$ cat src/rtl/issue_scoreboard.sv
// Decode-stage hazard/issue controller with a fixed-latency shadow pipeline and halt drain.
// Optional ISSUE_SCOREBOARD_FORWARD_EN: with bypassing, only load-use in ALU stalls.
module issue_scoreboard #(
  parameter int unsigned DEPTH     = 3,
  parameter logic [31:0] HALT_WORD = 32'h8000_0000,
  parameter int unsigned CNT_W     = 32
) (
  input  logic             clock,
  input  logic             reset,
  input  logic             insn_valid,
  input  logic [31:0]      insn,
  input  logic [4:0]       src_rs,
  input  logic [4:0]       src_rt,
  input  logic             uses_rs,
  input  logic             uses_rt,
  input  logic [4:0]       dst_rd,
  input  logic             dst_we,
  input  logic             is_load,
  input  logic             reads_done,
  input  logic             branch_taken,
  output logic             issue,
  output logic             stall,
  output logic             bubble,
  output logic             halted,
  output logic [CNT_W-1:0] stall_count,
  output logic [CNT_W-1:0] issue_count
);

  typedef enum logic [1:0] {StRun, StDrain, StHalted} state_e;

  state_e                     state_q, state_d;
  logic [DEPTH-1:0]           valid_q, we_q;
  logic [DEPTH-1:0][4:0]      rd_q;
  logic [CNT_W-1:0]           stall_cnt_q, issue_cnt_q;
  logic                       haz_rs, haz_rt, empty, is_halt;
  logic                       issue_c, stall_c;

`ifdef ISSUE_SCOREBOARD_FORWARD_EN
  logic ld0_q;
  logic unused_tail;
  // Older stages are fully bypassed, so their tracking bits are only shifted.
  assign unused_tail = ^{rd_q[DEPTH-1], we_q[DEPTH-1]};

  always_comb begin
    haz_rs = uses_rs && (src_rs != 5'd0) && valid_q[0] && we_q[0] && ld0_q && (rd_q[0] == src_rs);
    haz_rt = uses_rt && (src_rt != 5'd0) && valid_q[0] && we_q[0] && ld0_q && (rd_q[0] == src_rt);
  end
`else
  logic unused_load;
  assign unused_load = is_load;

  always_comb begin
    haz_rs = 1'b0;
    haz_rt = 1'b0;
    for (int k = 0; k < DEPTH; k++) begin
      if (valid_q[k] && we_q[k] && (rd_q[k] == src_rs)) haz_rs = 1'b1;
      if (valid_q[k] && we_q[k] && (rd_q[k] == src_rt)) haz_rt = 1'b1;
    end
    haz_rs = haz_rs && uses_rs && (src_rs != 5'd0);
    haz_rt = haz_rt && uses_rt && (src_rt != 5'd0);
  end
`endif

  assign empty   = (valid_q == '0);
  assign is_halt = (insn == HALT_WORD);

  always_comb begin
    state_d = state_q;
    issue_c = 1'b0;
    stall_c = 1'b0;
    halted  = 1'b0;
    unique case (state_q)
      StRun: begin
        stall_c = insn_valid && (haz_rs || haz_rt) && !branch_taken;
        issue_c = insn_valid && !stall_c && !branch_taken && !is_halt;
        if (insn_valid && is_halt && reads_done && !branch_taken) state_d = StDrain;
      end
      StDrain: begin
        stall_c = 1'b1;
        // A taken branch means the halt word was fetched down a wrong path.
        if (branch_taken)  state_d = StRun;
        else if (empty)    state_d = StHalted;
      end
      StHalted: begin
        stall_c = 1'b1;
        halted  = 1'b1;
      end
      default: state_d = StRun;
    endcase
  end

  assign issue       = issue_c;
  assign stall       = stall_c;
  assign bubble      = !issue_c;
  assign stall_count = stall_cnt_q;
  assign issue_count = issue_cnt_q;

  always_ff @(posedge clock or posedge reset) begin
    if (reset) begin
      state_q     <= StRun;
      valid_q     <= '0;
      we_q        <= '0;
      rd_q        <= '0;
      stall_cnt_q <= '0;
      issue_cnt_q <= '0;
`ifdef ISSUE_SCOREBOARD_FORWARD_EN
      ld0_q       <= 1'b0;
`endif
    end else begin
      state_q <= state_d;
      for (int k = DEPTH - 1; k > 0; k--) begin
        valid_q[k] <= valid_q[k-1];
        we_q[k]    <= we_q[k-1];
        rd_q[k]    <= rd_q[k-1];
      end
      valid_q[0]  <= issue_c;
      // Writes to $0 are never hazards.
      we_q[0]     <= issue_c && dst_we && (dst_rd != 5'd0);
      rd_q[0]     <= dst_rd;
      stall_cnt_q <= stall_cnt_q + CNT_W'(stall_c);
      issue_cnt_q <= issue_cnt_q + CNT_W'(issue_c);
`ifdef ISSUE_SCOREBOARD_FORWARD_EN
      ld0_q       <= issue_c && is_load;
`endif
    end
  end

endmodule

$ cat config.mk
export PLATFORM = sky130hd
export DESIGN_NAME = issue_scoreboard
export DESIGN_NICKNAME = d
export VERILOG_FILES = /design/src/rtl/issue_scoreboard.sv
export SDC_FILE = /design/constraint.sdc
export NUM_CORES = 1
export LEC_CHECK = 0
export CAP_MARGIN = 20
export CORE_MARGIN = 2
export CORE_UTILIZATION = 50
export DETAILED_ROUTE_END_ITERATION = 8
export PLACE_DENSITY = 0.85
export SLEW_MARGIN = 20
export SYNTH_ARGS = -nofsm -noshare
export SYNTH_HDL_FRONTEND = slang
export SYNTH_SLANG_ARGS = --single-unit
$ cat constraint.sdc
create_clock -name clock -period 7 [get_ports clock]
set_input_delay 1.4 -clock clock [delete_from_list [all_inputs] [get_ports clock]]
set_output_delay 1.4 -clock clock [all_outputs]
set_load 0.01 [all_outputs]
# [Word level (Yosys, flattened, before mapping)]
# Index checks and enable logic that the tools add are counted.
[totals] ff_bits=87 input_bits=56 out_inout_bits=68 word_cells=70
[classes] add_sub_neg=2 eq_ne=11 mux=13 bitwise=1 reduce_logical=35
[ops] cell="$add 32x1->32" n=2
[ops] cell="$eq 32x32->1 const B" n=1
[ops] cell="$eq 5x5->1" n=6
[ops] cell="$logic_and 1x1->1" n=23
[ops] cell="$reduce_bool 5->1" n=3
[ops] cell="$mux 1" n=8
[ops] cell="$mux 2" n=3
[ops] cell="$pmux 2 s3" n=1
[ops] cell="$logic_not 1->1" n=4
[ops] cell="$logic_not 3->1" n=1
[ops] cell="$ne 3x3->1 const B" n=1
[ops] cell="$reduce_and 3->1" n=1
[ops] cell="$eq 2x1->1 const B" n=1
[ops] cell="$eq 2x2->1 const B" n=1
[ops] cell="$logic_not 2->1" n=1
[ops] cell="$ne 2x2->1 const B" n=1
[ops] cell="$pmux 1 s2" n=1
[ops] cell="$reduce_or 2->1" n=1
[ops] cell="$logic_or 1x1->1" n=1
[ops] cell="$not 1->1" n=1

# [Depth between registers and ports, before layout]
# Gate-level depths: netlist of the first run.
[logic_depth] word_depth=17 depth_mapped=13 depth_no_buf=12

# [Worst setup path before layout of the first run]
# Ideal clock, no wire load.
[synth_timing] path_type="in2reg" start="in src_rt[1]" end="reg issue_cnt_q[30], in the netlist issue_count[30]" setup_ns=0.080 t_arrival_ns=4.085 t_required_ns=6.920 path_slack_ns=2.835 cell_stages=12 path_buffers=1 cell_sequence="or4_1 -> o21ai_1 -> a31oi_1 -> nor4_1 -> ha_1 -> ha_1 -> nand3_1 -> nor2_1 -> clkbuf_1 -> nand2_1 -> nor3_1 -> xnor2_1"
[synth_via] elab_chain_len=16 elab_cells_between_ends=21 cone_classes="1 x add/sub; 3 x eq/ne; 4 x mux; 13 x reduce/logical"
[synth_rtl] item="from (decl)" line_no="13" source="input logic [4:0] src_rt,"
[synth_rtl] item="$eq 5x5->1" line_no="57" source="if (valid_q[k] && we_q[k] && (rd_q[k] == src_rt)) haz_rt = 1'b1;"
[synth_rtl] item="$logic_and 1x1->1" line_no="57"
[synth_rtl] item="$mux 1 (3 in series)" line_no="57"
[synth_rtl] item="$logic_and 1x1->1" line_no="60" source="haz_rt = haz_rt && uses_rt && (src_rt != 5'd0);"
[synth_rtl] item="$logic_and 1x1->1 (*)" line_no="60"
[synth_rtl] item="$logic_or 1x1->1 (*)" line_no="74" source="stall_c = insn_valid && (haz_rs || haz_rt) && !branch_taken;"
[synth_rtl] item="$logic_and 1x1->1 (*) (2 in series)" line_no="74"
[synth_rtl] item="$logic_not 1->1 (*)" line_no="75" source="issue_c = insn_valid && !stall_c && !branch_taken && !is_halt;"
[synth_rtl] item="$logic_and 1x1->1 (*) (3 in series)" line_no="75"
[synth_rtl] item="$mux 1 (*)" line_no="72" source="unique case (state_q)"
[synth_rtl] item="net issue" line_no="21" source="output logic issue,"
[synth_rtl] item="$add 32x1->32 (*)" line_no="121" source="issue_cnt_q <= issue_cnt_q + CNT_W'(issue_c);"
[synth_rtl] item="to (signal assigned)" line_no="121"
[synth_rtl] item="to (decl)" line_no="34" source="logic [CNT_W-1:0] stall_cnt_q, issue_cnt_q;"
# Mark *: on every way through the listed nets, which the timed path passes. The rest lies on a longest branch.
# A chain may end at the register's enable or synchronous reset.

# [Worst setup path after layout of the first run]
[layout_timing] start="in src_rs[1]" end="out issue"
[layout_via] elab_chain_len=15 elab_cells_between_ends=20 cone_classes="3 x eq/ne; 4 x mux; 13 x reduce/logical"
[layout_rtl] item="from (decl)" line_no="12" source="input logic [4:0] src_rs,"
[layout_rtl] item="$eq 5x5->1" line_no="56" source="if (valid_q[k] && we_q[k] && (rd_q[k] == src_rs)) haz_rs = 1'b1;"
[layout_rtl] item="$logic_and 1x1->1" line_no="56"
[layout_rtl] item="$mux 1 (3 in series)" line_no="56"
[layout_rtl] item="$logic_and 1x1->1" line_no="59" source="haz_rs = haz_rs && uses_rs && (src_rs != 5'd0);"
[layout_rtl] item="$logic_and 1x1->1 (*)" line_no="59"
[layout_rtl] item="$logic_or 1x1->1 (*)" line_no="74"
[layout_rtl] item="$logic_and 1x1->1 (*) (2 in series)" line_no="74"
[layout_rtl] item="$logic_not 1->1 (*)" line_no="75"
[layout_rtl] item="$logic_and 1x1->1 (*) (3 in series)" line_no="75"
[layout_rtl] item="$mux 1 (*)" line_no="72"
[layout_rtl] item="to (decl)" line_no="21"
# Every way passes the cells marked *; elsewhere a longest branch is shown, timed or not.

==> results_dict.tcl, run 1 <==
set metrics [dict create \
    drv_cap 0 \
    slew_viol_final 0 \
    pwr-share-seq_pct 51.0 \
    cts_htree_levels 3 \
    synth_cell_types 36 \
    instances_no_fill 585 \
    hold_class "reg -> reg" \
    finalClockSkew_ns 0.0105 \
    antenna_cells 0 \
    synth_xor_area_share_pct 19.3 \
    cts.sinks 87 \
    cp.required_ns 5.60 \
    first_pass_iters 4 \
    cts_root_buf "clkbuf_8" \
    leakagePower_nw 2.38 \
    ys_top_cells_by_area "dfrtp_1 54%, xnor2_1 12%, xor2_1 7.7%" \
    hold_viol_final 0 \
    syn_inst 349 \
    dieArea_mm2 0.00873 \
    cp.depth 6 \
    crit_type "in -> out" \
    cp_common_cell "clkdlybuf4s50_1" \
    timing.fmax_ghz 0.186 \
    wire_per_inst_um 15.6 \
    via_per_inst 5.35 \
    tightest_slew_ns 0.766 \
    nFillCells 574 \
    grt_max_degree 88 \
    drt-total-wl_mm 9.15 \
    placed_cells 569 \
    status "finished, final reports clean" \
    die_w_um 93.4 \
    drt_iter0_markers 109 \
    final_antenna_net_count 0 \
    synth_fa_ha_area_share_pct 2.50 \
    reg2reg_slack_ns 3.44 \
    avgSynthCellArea_um2 11.5 \
    crit_start "src_rs[1]" \
    swShare_pct 26.7 \
    slew_headroom_pct 48.9 \
    p_per_area_mw_per_mm2 201 \
    hpwl_mm 6.76 \
    drive_above_1_share_pct 4.97 \
    clock_path_buffers 2 \
    clk_pin_slew_worst_paths_ns 0.08 \
    rsz0062_at_grt "false" \
    cts_setup_buffers 0 \
    finalCritPeriodShare_pct 76.9 \
    r2r-end "issue_count[18]$_DFF_PP0_" \
    grt_overflow_total 0 \
    internal_power_mw 0.819 \
    crit_arrival_ns 3.99 \
    numCtsBuffers 9 \
    yosys.area.top_type "dfrtp_1" \
    cp_num_buf_inv 2 \
    die_h_um 93.4 \
    synth_top_family_by_area "simple AND/OR/NAND/NOR gates" \
    period_minus_slack_ns 5.39 \
    clk_latency_ns 0.34 \
    r2r_start "rd_q[1]$_DFF_PP0_" \
    worstPathMaxFanout 4 \
    fp.coreArea_mm2 0.00773 \
    ys_ff_latch 87 \
    antenna_found_initial 0 \
    grt_pass1_wl_mm 15.3 \
    clockPowerShare_pct 31.6 \
    cpPeakStageDelay_ns 0.66 \
    ctsHoldBuffers 0 \
    synth.yosys.seq_area_share_pct 54.4 \
    synth_nets 413 \
    yosys_warnings 0 \
    grt_pass1_vias 3228 \
    place.gp.congestion 0.856 \
    dr_total_vias 3129 \
    comb_power_share_pct 17.5 \
    finalNetCount 542 \
    rows 32 \
    setup_tns_ns 0 \
    synth_simple_gate_area_share_pct 20.2 \
    cts_tree "yes" \
    portBuffers 122 \
    cp_slowest_cell "clkdlybuf4s50_1" \
    cts_resized 0 \
    synth_top_area_share_pct 54.4 \
    ios 124 \
    ir_drop_v 0.000154 \
    syn_area_mm2 0.00400 \
    area_growth_pct 38.6 \
    setup_viol 0 \
    synth_mux_area_share_pct 0 \
    cp-endpoint "issue" \
    grt_util_all_layers_pct 22.1 \
    endpoint_kind "output port" \
    cp_top_family "buffers and inverters" \
    synth_compound_area_share_pct 2.25 \
    worst_r2r_path_depth 12 \
    start_kind "input pin" \
    path_cells "clkdlybuf4s50_1 > or4_1 > o21ai_1 > a31oi_1 > nor4_1 > clkdlybuf4s50_1" \
    initial_core_util_pct 51.8 \
    power_switching_mw 0.298 \
    drc 0 \
    worstHoldPathCells 0 \
]
## logic make-up after synthesis
kind of cell | count (synthesis)
AOI/OAI and AO/OA | 13
xor gates and xnor gates | 88
adders and majority gates | 8
and+or+nand+nor | 140
buffers and inverters | 13
DFF | 87
## through the flow
stage	hold slack (ns)	worst slack (ns)	utilization, %	cell area (µm²)	power (mW)
global placement	0.358	1.55	69.0	5330	0.764
finish	0.381	1.61	71.7	5540	1.12
global route	0.412	1.39	71.7	5540	1.17
detailed placement	0.364	1.59	69.0	5330	0.774
floorplan	0.354	2.83	-	4000	0.657
CTS	0.384	1.57	71.7	5540	1.13
## sequential cells by signal, indices dropped and copies added, names as in the netlist
| register | cells |
|---|---|
| issue_count | 32 |
| valid_q | 3 |
| stall_count | 32 |
| state_q | 2 |
| rd_q | 15 |
| we_q | 3 |
## cell usage after synthesis, drive strengths merged
master and count:
o221ai 1, a221o 1, nor2b 2, nor2 13, dfrtp 87, or4 4
o21ai 3, nor4b 1, a31o 1, a31oi 4, and4 6, a21oi 1
and3 11, nand2 24, or3 2, nand4 19, buf 3, ha 8
clkbuf 2, xor2 35, a221oi 1, nor4 15, inv 8, xnor2 53
nand3 29, nor3 9, nand2b 1, o31ai 1, or4b 1, and2 3
## area by class of cell
cell class / count / area (µm²) / share of cell area [%]
clock inverters: 6 / 68.8 / 1.24
inverters: 8 / 31.3 / 0.564
clock buffers: 10 / 138 / 2.48
well taps: 102 / 128 / 2.30
multi-input cells: 249 / 1770 / 31.9
repair buffers: 123 / 1230 / 22.2
flip-flops and latches: 87 / 2180 / 39.3
## cell usage in the layout (no fill, tap or decap), types with 2 or more instances in the layout
master,count
clkdlybuf4s50_1,122
dfrtp_1,87
xnor2_1,53
xor2_1,35
nand3_1,28
nand2_1,24
nand4_1,18
nor4_1,14
nor2_1,12
and3_1,11
clkbuf_8,10
nor3_1,9
ha_1,8
inv_1,7
and4_1,6
or4_1,4
a31oi_1,4
and2_1,3
or3_1,2
o21ai_1,2
nor2b_1,2
clkinv_2,2
clkinv_4,2
## power by group through the flow
stage                     logic [mW]  clock network (mW)  registers, mW
final                          0.195               0.353          0.569
after global routing           0.211               0.384          0.575
after CTS                      0.197               0.363          0.569
after detailed placement       0.196                   0          0.579
after global placement         0.189                   0          0.575
after floorplan               0.0769                   0          0.580
## worst min-delay path by stage
stage / start / to / slack, ns
finish: we_q[0]$_DFF_PP0_ / we_q[1]$_DFF_PP0_ / 0.38
global route: we_q[0]$_DFF_PP0_ / we_q[1]$_DFF_PP0_ / 0.41
CTS: we_q[0]$_DFF_PP0_ / we_q[1]$_DFF_PP0_ / 0.38
detailed placement: we_q[0]$_DFF_PP0_ / we_q[1]$_DFF_PP0_ / 0.36
global placement: we_q[0]$_DFF_PP0_ / we_q[1]$_DFF_PP0_ / 0.36
floorplan: we_q[0]$_DFF_PP0_ / we_q[1]$_DFF_PP0_ / 0.35
## per-layer routing
layer	GRT usage [%]	vias up	wire, µm
li1	-	1480	-
met1	29.4	1543	4060
met2	36.8	90	4570
met3	4.19	16	397
met4	6.50	0	129
met5	0	-	0
No activity file was read; power rests on OpenSTA's default activity.
==> inputs of run 2 (changes only) <==
Settings changed: CORE_UTILIZATION 50 to 47, PLACE_DENSITY 0.85 to 0.8.
Clock period 7 ns to 5.23 ns, I/O delays scaled along.
==> run 2 against run 1 <==
Via count down 1.6%. Sequential power increased by 34%. Total power rose by 33%.
==> results_dict.tcl, run 2 (same netlist as run 1, synthesis figures left out) <==
set metrics [dict create \
    slew_viol_final 0 \
    status "finished, final reports clean" \
    hp-start "we_q[0]$_DFF_PP0_" \
    tightest_slew_ns 0.827 \
    first_pass_iters 4 \
    placed_area_mm2 0.00535 \
    power_mw 1.48 \
    clk_pin_slew_worst_paths_ns 0.08 \
    area_growth_pct 38.7 \
    drc 0 \
    layout_common_cells "122 x clkdlybuf4s50_1, 87 x dfrtp_1, 53 x xnor2_1" \
    die_h_um 96.3 \
    cpPeakStageDelay_ns 0.70 \
    path_cells "clkdlybuf4s50_1 > or4_1 > o21ai_1 > a31oi_1 > nor4_1 > clkdlybuf4s50_1" \
    rsz0062_at_grt "false" \
    hold_class "reg -> reg" \
    crit_arrival_ns 3.77 \
    ir_drop_v 0.000203 \
    hold_viol_final 0 \
    cts_tree "yes" \
    antenna_found_initial 0 \
    comb_power_share_pct 17.8 \
    internal_power_mw 1.08 \
    final_common_cell "clkdlybuf4s50_1" \
    placed_cells 574 \
    numCtsBuffers 9 \
    drive_above_1_share_pct 5.15 \
    ctsHoldBuffers 0 \
    wire_per_inst_um 15.7 \
    final_util_pct 67.5 \
    slew_headroom_pct 44.8 \
    cts_root_buf "clkbuf_8" \
    cts_setup_buffers 0 \
    period_minus_slack_ns 4.82 \
    cp_slowest_cell "nor4_1" \
    fp.coreArea_mm2 0.00822 \
    via_per_inst 5.22 \
    finalCritPeriodShare_pct 92.2 \
    grt_util_all_layers_pct 21.4 \
    power_switching_mw 0.397 \
    cts_htree_levels 3 \
    instances_no_fill 590 \
    grt_overflow_total 0 \
    crit_type "in -> out" \
    setup_tns_ns 0 \
    pwr-share-seq_pct 51.3 \
    dieArea_mm2 0.00927 \
    grt_pass1_vias 3127 \
    cts_resized 0 \
    final_antenna_net_count 0 \
    endpoint_kind "output port" \
    clk_latency_ns 0.34 \
    portBuffers 122 \
    cp.required_ns 4.18 \
    grt_pass1_wl_mm 15.1 \
    drt_iter0_markers 91 \
    antenna_cells 0 \
    clock_path_buffers 2 \
    ios 124 \
    place.gp.congestion 0.791 \
    cp_common_cell "clkdlybuf4s50_1" \
    r2r_start "rd_q[4]$_DFF_PP0_" \
    cp_num_buf_inv 2 \
    setup_viol 0 \
    grt_max_degree 49 \
    worstPathMaxFanout 4 \
    dr_total_vias 3079 \
    rows 33 \
    finalNetCount 544 \
    cts.sinks 87 \
    cp_top_family "simple AND/OR/NAND/NOR gates" \
    finalClockSkew_ns 0.0132 \
    worstHoldPathCells 0 \
    leakagePower_nw 2.38 \
    p_per_area_mw_per_mm2 267 \
    fin_hold_ws_ns 0.401 \
    hold_end "we_q[1]$_DFF_PP0_" \
    drt-total-wl_mm 9.25 \
    swShare_pct 26.8 \
    worst_r2r_path_depth 13 \
    drv_cap 0 \
    die_w_um 96.3 \
    start_kind "input pin" \
    final_area_mm2 0.00555 \
    timing.fmax_ghz 0.207 \
    setup_slack_ns 0.409 \
    place_ws_ns 0.364 \
    clockPowerShare_pct 31.0 \
    initial_core_util_pct 48.7 \
    r2r-end "issue_count[30]$_DFF_PP0_" \
    hpwl_mm 7.18 \
    reg2reg_slack_ns 1.86 \
]
[run 2: cell types whose count changed in the layout (fill, tap and decap cells not counted), sizes merged]
cell      previous run  this run
buf                  1         3
clkinv               4         2
clkinvlp             1         2
inv                  8         9
[run 2: final cells by class]
class | instances | area, µm²
repair buffers | 125 | 1240
clock inverters | 6 | 67.6
inverters | 8 | 31.3
flip-flops and latches | 87 | 2180
multi-input cells | 249 | 1770
well taps | 105 | 131
clock buffers | 10 | 128
fillers | 644 | 2670
[run 2: power by group through the flow]
stage	registers [mW]	clock network [mW]	logic, mW
after CTS	0.759	0.474	0.267
after floorplan	0.777	0	0.103
after global placement	0.769	0	0.256
final	0.760	0.459	0.263
after detailed placement	0.773	0	0.266
after global routing	0.766	0.503	0.286
[run 2: worst max-delay path by stage]
stage	start	to	slack, ns	depth (start not counted)
5_1_grt	src_rt[2]	issue	0.36	6
3_5_place_dp	src_rt[1]	issue_count[30]$_DFF_PP0_	0.36	13
4_1_cts	src_rt[1]	issue	0.40	6
3_3_place_gp	src_rs[1]	issue_count[30]$_DFF_PP0_	0.54	13
2_1_floorplan	src_rt[1]	issue_count[30]$_DFF_PP0_	1.42	12
6_report	src_rt[2]	issue	0.41	6
[run 2: metal layers]
layer	wire length, µm	GRT usage (%)	up-vias
li1	-	-	1496
met1	4140	28.3	1513
met2	4720	36.3	61
met3	245	2.35	9
met4	139	8.10	0
met5	0	0	-
==> RTL change 1 (config.mk and constraints of run 2) <==
Register the output `issue_count` once more, with the module's reset; this adds one clock of latency there. The other outputs are not delayed to match.
--- a/src/rtl/issue_scoreboard.sv
+++ b/src/rtl/issue_scoreboard.sv
@@ -94,5 +94,11 @@
   assign bubble      = !issue_c;
   assign stall_count = stall_cnt_q;
-  assign issue_count = issue_cnt_q;
+  always_ff @(posedge clock or posedge reset) begin
+    if (reset) begin
+      issue_count <= '0;
+    end else begin
+      issue_count <= issue_cnt_q;
+    end
+  end
 
   always_ff @(posedge clock or posedge reset) begin
Behaviour: not the same (Yosys sat finds a counterexample within 4 cycles, from zero or initial values and one cycle with reset high).
==> RTL change 1 against run 2 <==
- non-clock buffer count increased by 2
- final cell count increased by 13%
- critical path depth increased by 1
- power increased by 60%
- cell area increased by 22%
- routed wire length increased by 14%
- sequential cell count increased by 32
- first-iteration DRC count decreased by 2.2%
- synthesized area increased by 20%
- register-to-register slack improved by 0.12 ns
- clock power increased by 130%
- synthesized cell count increased by 9.2%
- worst setup slack improved by 0.26 ns
- largest power group is now clock
==> RTL change 1: results (changes against run 2) <==
.. list-table::
   :header-rows: 1

   * - Metric
     - Value
   * - Worst-case vdd ir drop
     - 0.2101 mV (+3.3%)
   * - Startpoint of the most critical setup path
     - src_rt[0]
   * - Clock buffers
     - 20 (+10)
   * - Wire length of the first global-routing pass
     - 17.83 mm (+18%)
   * - HPWL Detailed
     - 7.536 mm (+4.9%)
   * - Total leakage power
     - 2.997 nW (+26%)
   * - Nets
     - 586 (+7.7%)
   * - Final std cells w/o fill
     - 665 (+13%)
   * - Syn Area/Cell
     - 12.60 um2 (+9.9%)
   * - Gpl congestion
     - 0.8496 (+7.4%)
   * - Number of clock sinks
     - 119 (+37%)
   * - Antenna violations before repair
     - 0 (unchanged)
   * - Non-Clock Buffer Count
     - 127 (+1.6%)
   * - Via count of the first global-routing pass
     - 3,630 (+16%)
   * - Final worst clock skew
     - 0.01204 ns (-0.001177 ns)
   * - Top cells by count, synth
     - 119 x dfrtp_1, 53 x xnor2_1, 35 x xor2_1
   * - Sequential Area
     - 0.002978 mm2 (+37%)
   * - Outcome
     - finished clean
   * - TritonCTS buffer count
     - 17 (+8)
   * - Wire length on met2
     - 5.304 mm (+12%)
   * - GR Layer Usage met2
     - 33.95% (-2.3 points)
   * - M1 wire length
     - 4.637 mm (+12%)
   * - Layout clock area frac
     - 8.134% (+4.6 points)
   * - Xor-xnor portion of the synthesized cell area
     - 16.05% (-3.2 points)
   * - Detailed-route wire length
     - 10.57 mm (+14%)
   * - Met3 track demand over resource
     - 5.490% (+3.1 points)
   * - Multi-input combinational area share
     - 26.18% (-5.7 points)
   * - Number of levels the H-tree was split into
     - 4 (+1)
   * - Complex-gate fraction of the synthesized area
     - 1.876% (-0.38 points)
   * - Vias post-DR
     - 3,404 (+11%)
   * - Post-placement worst setup slack
     - 0.6878 ns (+0.3233 ns)
   * - Share of layout cells above drive strength 1
     - 7.519% (+2.4 points)
   * - Largest net degree at the start of global routing
     - 64 (+31%)
   * - Tot GR Track Use
     - 20.32% (-1.1 points)
   * - Sequential element share of the synthesized area
     - 62.03% (+7.6 points)
   * - Adder-Cell Fraction of Synth Area
     - 2.085% (-0.42 points)
   * - Insertion delay of the later-clocked pin in the worst-skew pair
     - 0.49 ns (+0.15 ns)
   * - Detailed-routed wire length on met3
     - 441 um (+80%)
   * - Met1 Usage GRT
     - 25.50% (-2.8 points)
   * - Clock transition time at the flip-flop clock pins of the worst setup and hold paths
     - 0.06 ns (-0.02 ns)
   * - Initial DRC count
     - 89 (-2.2%)
   * - Layout buffering overhead excluding clock cells
     - 18.64% (-3.8 points)
   * - DP Cell Count
     - 636 (+11%)
   * - Worst path max stage delay
     - 0.60 ns (-0.10 ns)
   * - Area of placed instances
     - 0.006203 mm2 (+16%)
   * - Net count after synthesis
     - 445 (+7.7%)
   * - Start of the worst register-to-register path
     - rd_q[1]$_DFF_PP0_
   * - Critical-path cell with the highest stage delay
     - clkdlybuf4s50_1
   * - Area added between synthesis and finish
     - 40.66%
   * - Top post-synthesis cells by area
     - dfrtp_1 62%, xnor2_1 9.7%, xor2_1 6.4%
[RTL change 1: cell types whose count changed after synthesis]
cell / before / now
dfrtp_1: 87 / 119
[RTL change 1: final timing paths]
kind | endpoint | slack, ns | cells after the start
hold reg to reg | we_q[1]$_DFF_PP0_ | 0.37 | 0
setup reg to reg | stall_count[24]$_DFF_PP0_ | 1.98 | 11
max in group asynchronous | stall_count[27]$_DFF_PP0_ | 3.55 | 3
setup / recovery | stall | 0.67 | 7
hold / removal | we_q[1]$_DFF_PP0_ | 0.37 | 0
min in group asynchronous | issue_cnt_q[6]$_DFF_PP0_ | 1.12 | 3
[RTL change 1: report_power, final]
part / internal (W) / switching, W / total [W]
combinational: 0.000147 / 0.000119 / 0.000266
clock: 0.000691 / 0.000379 / 0.00107
sequential: 0.000985 / 0.0000502 / 0.00104
total: 0.00182 / 0.000548 / 0.00237
[RTL change 1: critical path, delay by kind of cell]
kind	cells	cell delay, ns
buf+inv	2	1.16
compound gates	2	0.66
simple gates	2	0.49
xor+xnor	1	0.16
==> RTL change 2 (flow settings as in run 2) <==
Made on the original files. Build with the macro `ISSUE_SCOREBOARD_FORWARD_EN` defined.
--- a/src/rtl/issue_scoreboard.sv
+++ b/src/rtl/issue_scoreboard.sv
@@ -1,4 +1,6 @@
 // Decode-stage hazard/issue controller with a fixed-latency shadow pipeline and halt drain.
 // Optional ISSUE_SCOREBOARD_FORWARD_EN: with bypassing, only load-use in ALU stalls.
+`define ISSUE_SCOREBOARD_FORWARD_EN
+
 module issue_scoreboard #(
   parameter int unsigned DEPTH     = 3,
Formal check against the unedited RTL: not equivalent (a bounded check fails within 4 cycles, from zero or initial values and one cycle with reset high).
==> RTL change 2 against run 2 <==
- power down 17%
- sequential share of layout area down 1.8 points
- core utilization up 2.5 points
- sequential power down 15%
- worst setup slack better by 0.31 ns
- non-clock buffer count down 1
- cell area down 8.5%
- die area down 12%
- sequential cell count down 11
- clock skew down 0.0018 ns
- synthesized area down 12%
- routed wire length down 14%
- first-iteration DRC count down 14%
- largest cell class unchanged
==> RTL change 2: results (changes against run 2) <==
.. list-table::
   :header-rows: 1

   * - Metric
     - Value
   * - Outcome
     - finished clean
   * - Netlist cell types
     - 33 (-8.3%)
   * - Critical-path cell with the highest stage delay
     - clkdlybuf4s50_1
   * - Worst-case register-to-register setup slack
     - 1.77 ns (-0.09 ns)
   * - DP Cell Count
     - 548 (-4.5%)
   * - Crit path max-delay family
     - buffers and inverters
   * - Detailed-route wire length
     - 7.908 mm (-14%)
   * - Slew Limit Headroom
     - 38.92% (-5.9 points)
   * - Net count after synthesis
     - 389 (-5.8%)
   * - Nets
     - 524 (-3.7%)
   * - Arrival @ worst endpoint
     - 3.47 ns (-0.30 ns)
   * - Worst path max stage delay
     - 0.65 ns (-0.05 ns)
   * - Vias post-DR
     - 2,853 (-7.3%)
   * - End point of the most critical hold path
     - valid_q[2]$_DFF_PP0_
   * - Reg2reg end
     - stall_count[28]$_DFF_PP0_
   * - Post-detailed-route via-to-cell ratio
     - 5.059 (-3.1%)
   * - Min Hold Slack
     - 0.3846 ns (-0.01594 ns)
   * - Area of placed instances
     - 0.004883 mm2 (-8.7%)
   * - Total leakage power
     - 2.255 nW (-5.2%)
   * - Initial DRC count
     - 78 (-14%)
   * - Worst-case vdd ir drop
     - 0.2560 mV (+26%)
   * - Largest net degree at the start of global routing
     - 55 (+12%)
   * - Final worst clock skew
     - 0.01141 ns (-0.001804 ns)
   * - Post-placement worst setup slack
     - 0.6939 ns (+0.3294 ns)
   * - Syn Area/Cell
     - 10.83 um2 (-5.5%)
   * - Top cells by count, synth
     - 76 x dfrtp_1, 38 x xnor2_1, 31 x nor2_1
   * - Sequential element share of the synthesized area
     - 54.02% (-0.41 points)
   * - Buffers on Ports
     - 123 (+0.82%)
   * - Top post-synthesis cells by area
     - dfrtp_1 54%, xnor2_1 9.5%, xor2_1 7.2%
   * - Number of cell instances on the worst register-to-register path
     - 12 (-1)
[RTL change 2: cell types whose count changed in the layout (fill, tap and decap cells not counted), sizes merged, moves of 3 or more]
cell     change
o2111ai      +3
inv          +9
and3         -3
nor4         -3
nor2        +18
dfrtp       -11
clkinv       +3
xor2         -6
a31oi        -3
nand2b       +4
nand3        -9
xnor2       -15
[RTL change 2: cell families (layout without fill, tap and decap cells)]
logic type / Yosys count / after routing / synth area share [%]
AO/OA/AOI/OAI: 9 / 9 / 1.742
XOR/XNOR: 67 / 67 / 16.67
adder cells (fa/ha/maj): 8 / 8 / 2.843
buffers and inverters: 19 / 159 / 2.026
flip-flops: 76 / 76 / 54.02
multiplexers: 1 / 1 / 0.2843
AND/OR/NAND/NOR: 145 / 145 / 22.42
[RTL change 2: cell type report]
cell class | count | area [um2] | share of cell area [%]
Timing Repair Buffer | 124 | 1239 | 24.40
Tap cell | 99 | 123.9 | 2.440
Clock buffer | 10 | 127.6 | 2.514
Multi-Input combinational cell | 230 | 1548 | 30.48
Sequential cell | 76 | 1902 | 37.46
Clock inverter | 6 | 65.06 | 1.281
Inverter | 19 | 72.57 | 1.429
[RTL change 2: worst max-delay path by stage]
stage,startpoint,endpoint
after floorplan,src_rs[1],stall_count[28]$_DFF_PP0_
after global placement,src_rs[1],stall
after detailed placement,src_rs[1],stall_count[31]$_DFF_PP0_
after CTS,src_rs[1],stall
after global routing,src_rs[3],stall
final,src_rs[1],stall
[RTL change 2: per-layer routing]
layer  share of wire (%)  up-vias  global-route usage [%]
li1                    -     1387                       -
met1                  43     1385                   25.52
met2                  51       73                   36.32
met3                 4.7        8                   6.344
met4                0.96        0                   5.513
met5                   0        -                       0
[RTL change 2: power by group]
part           internal [W]  switching, W
sequential         0.000612     0.0000336
combinational     0.0000922     0.0000558
clock              0.000220      0.000208
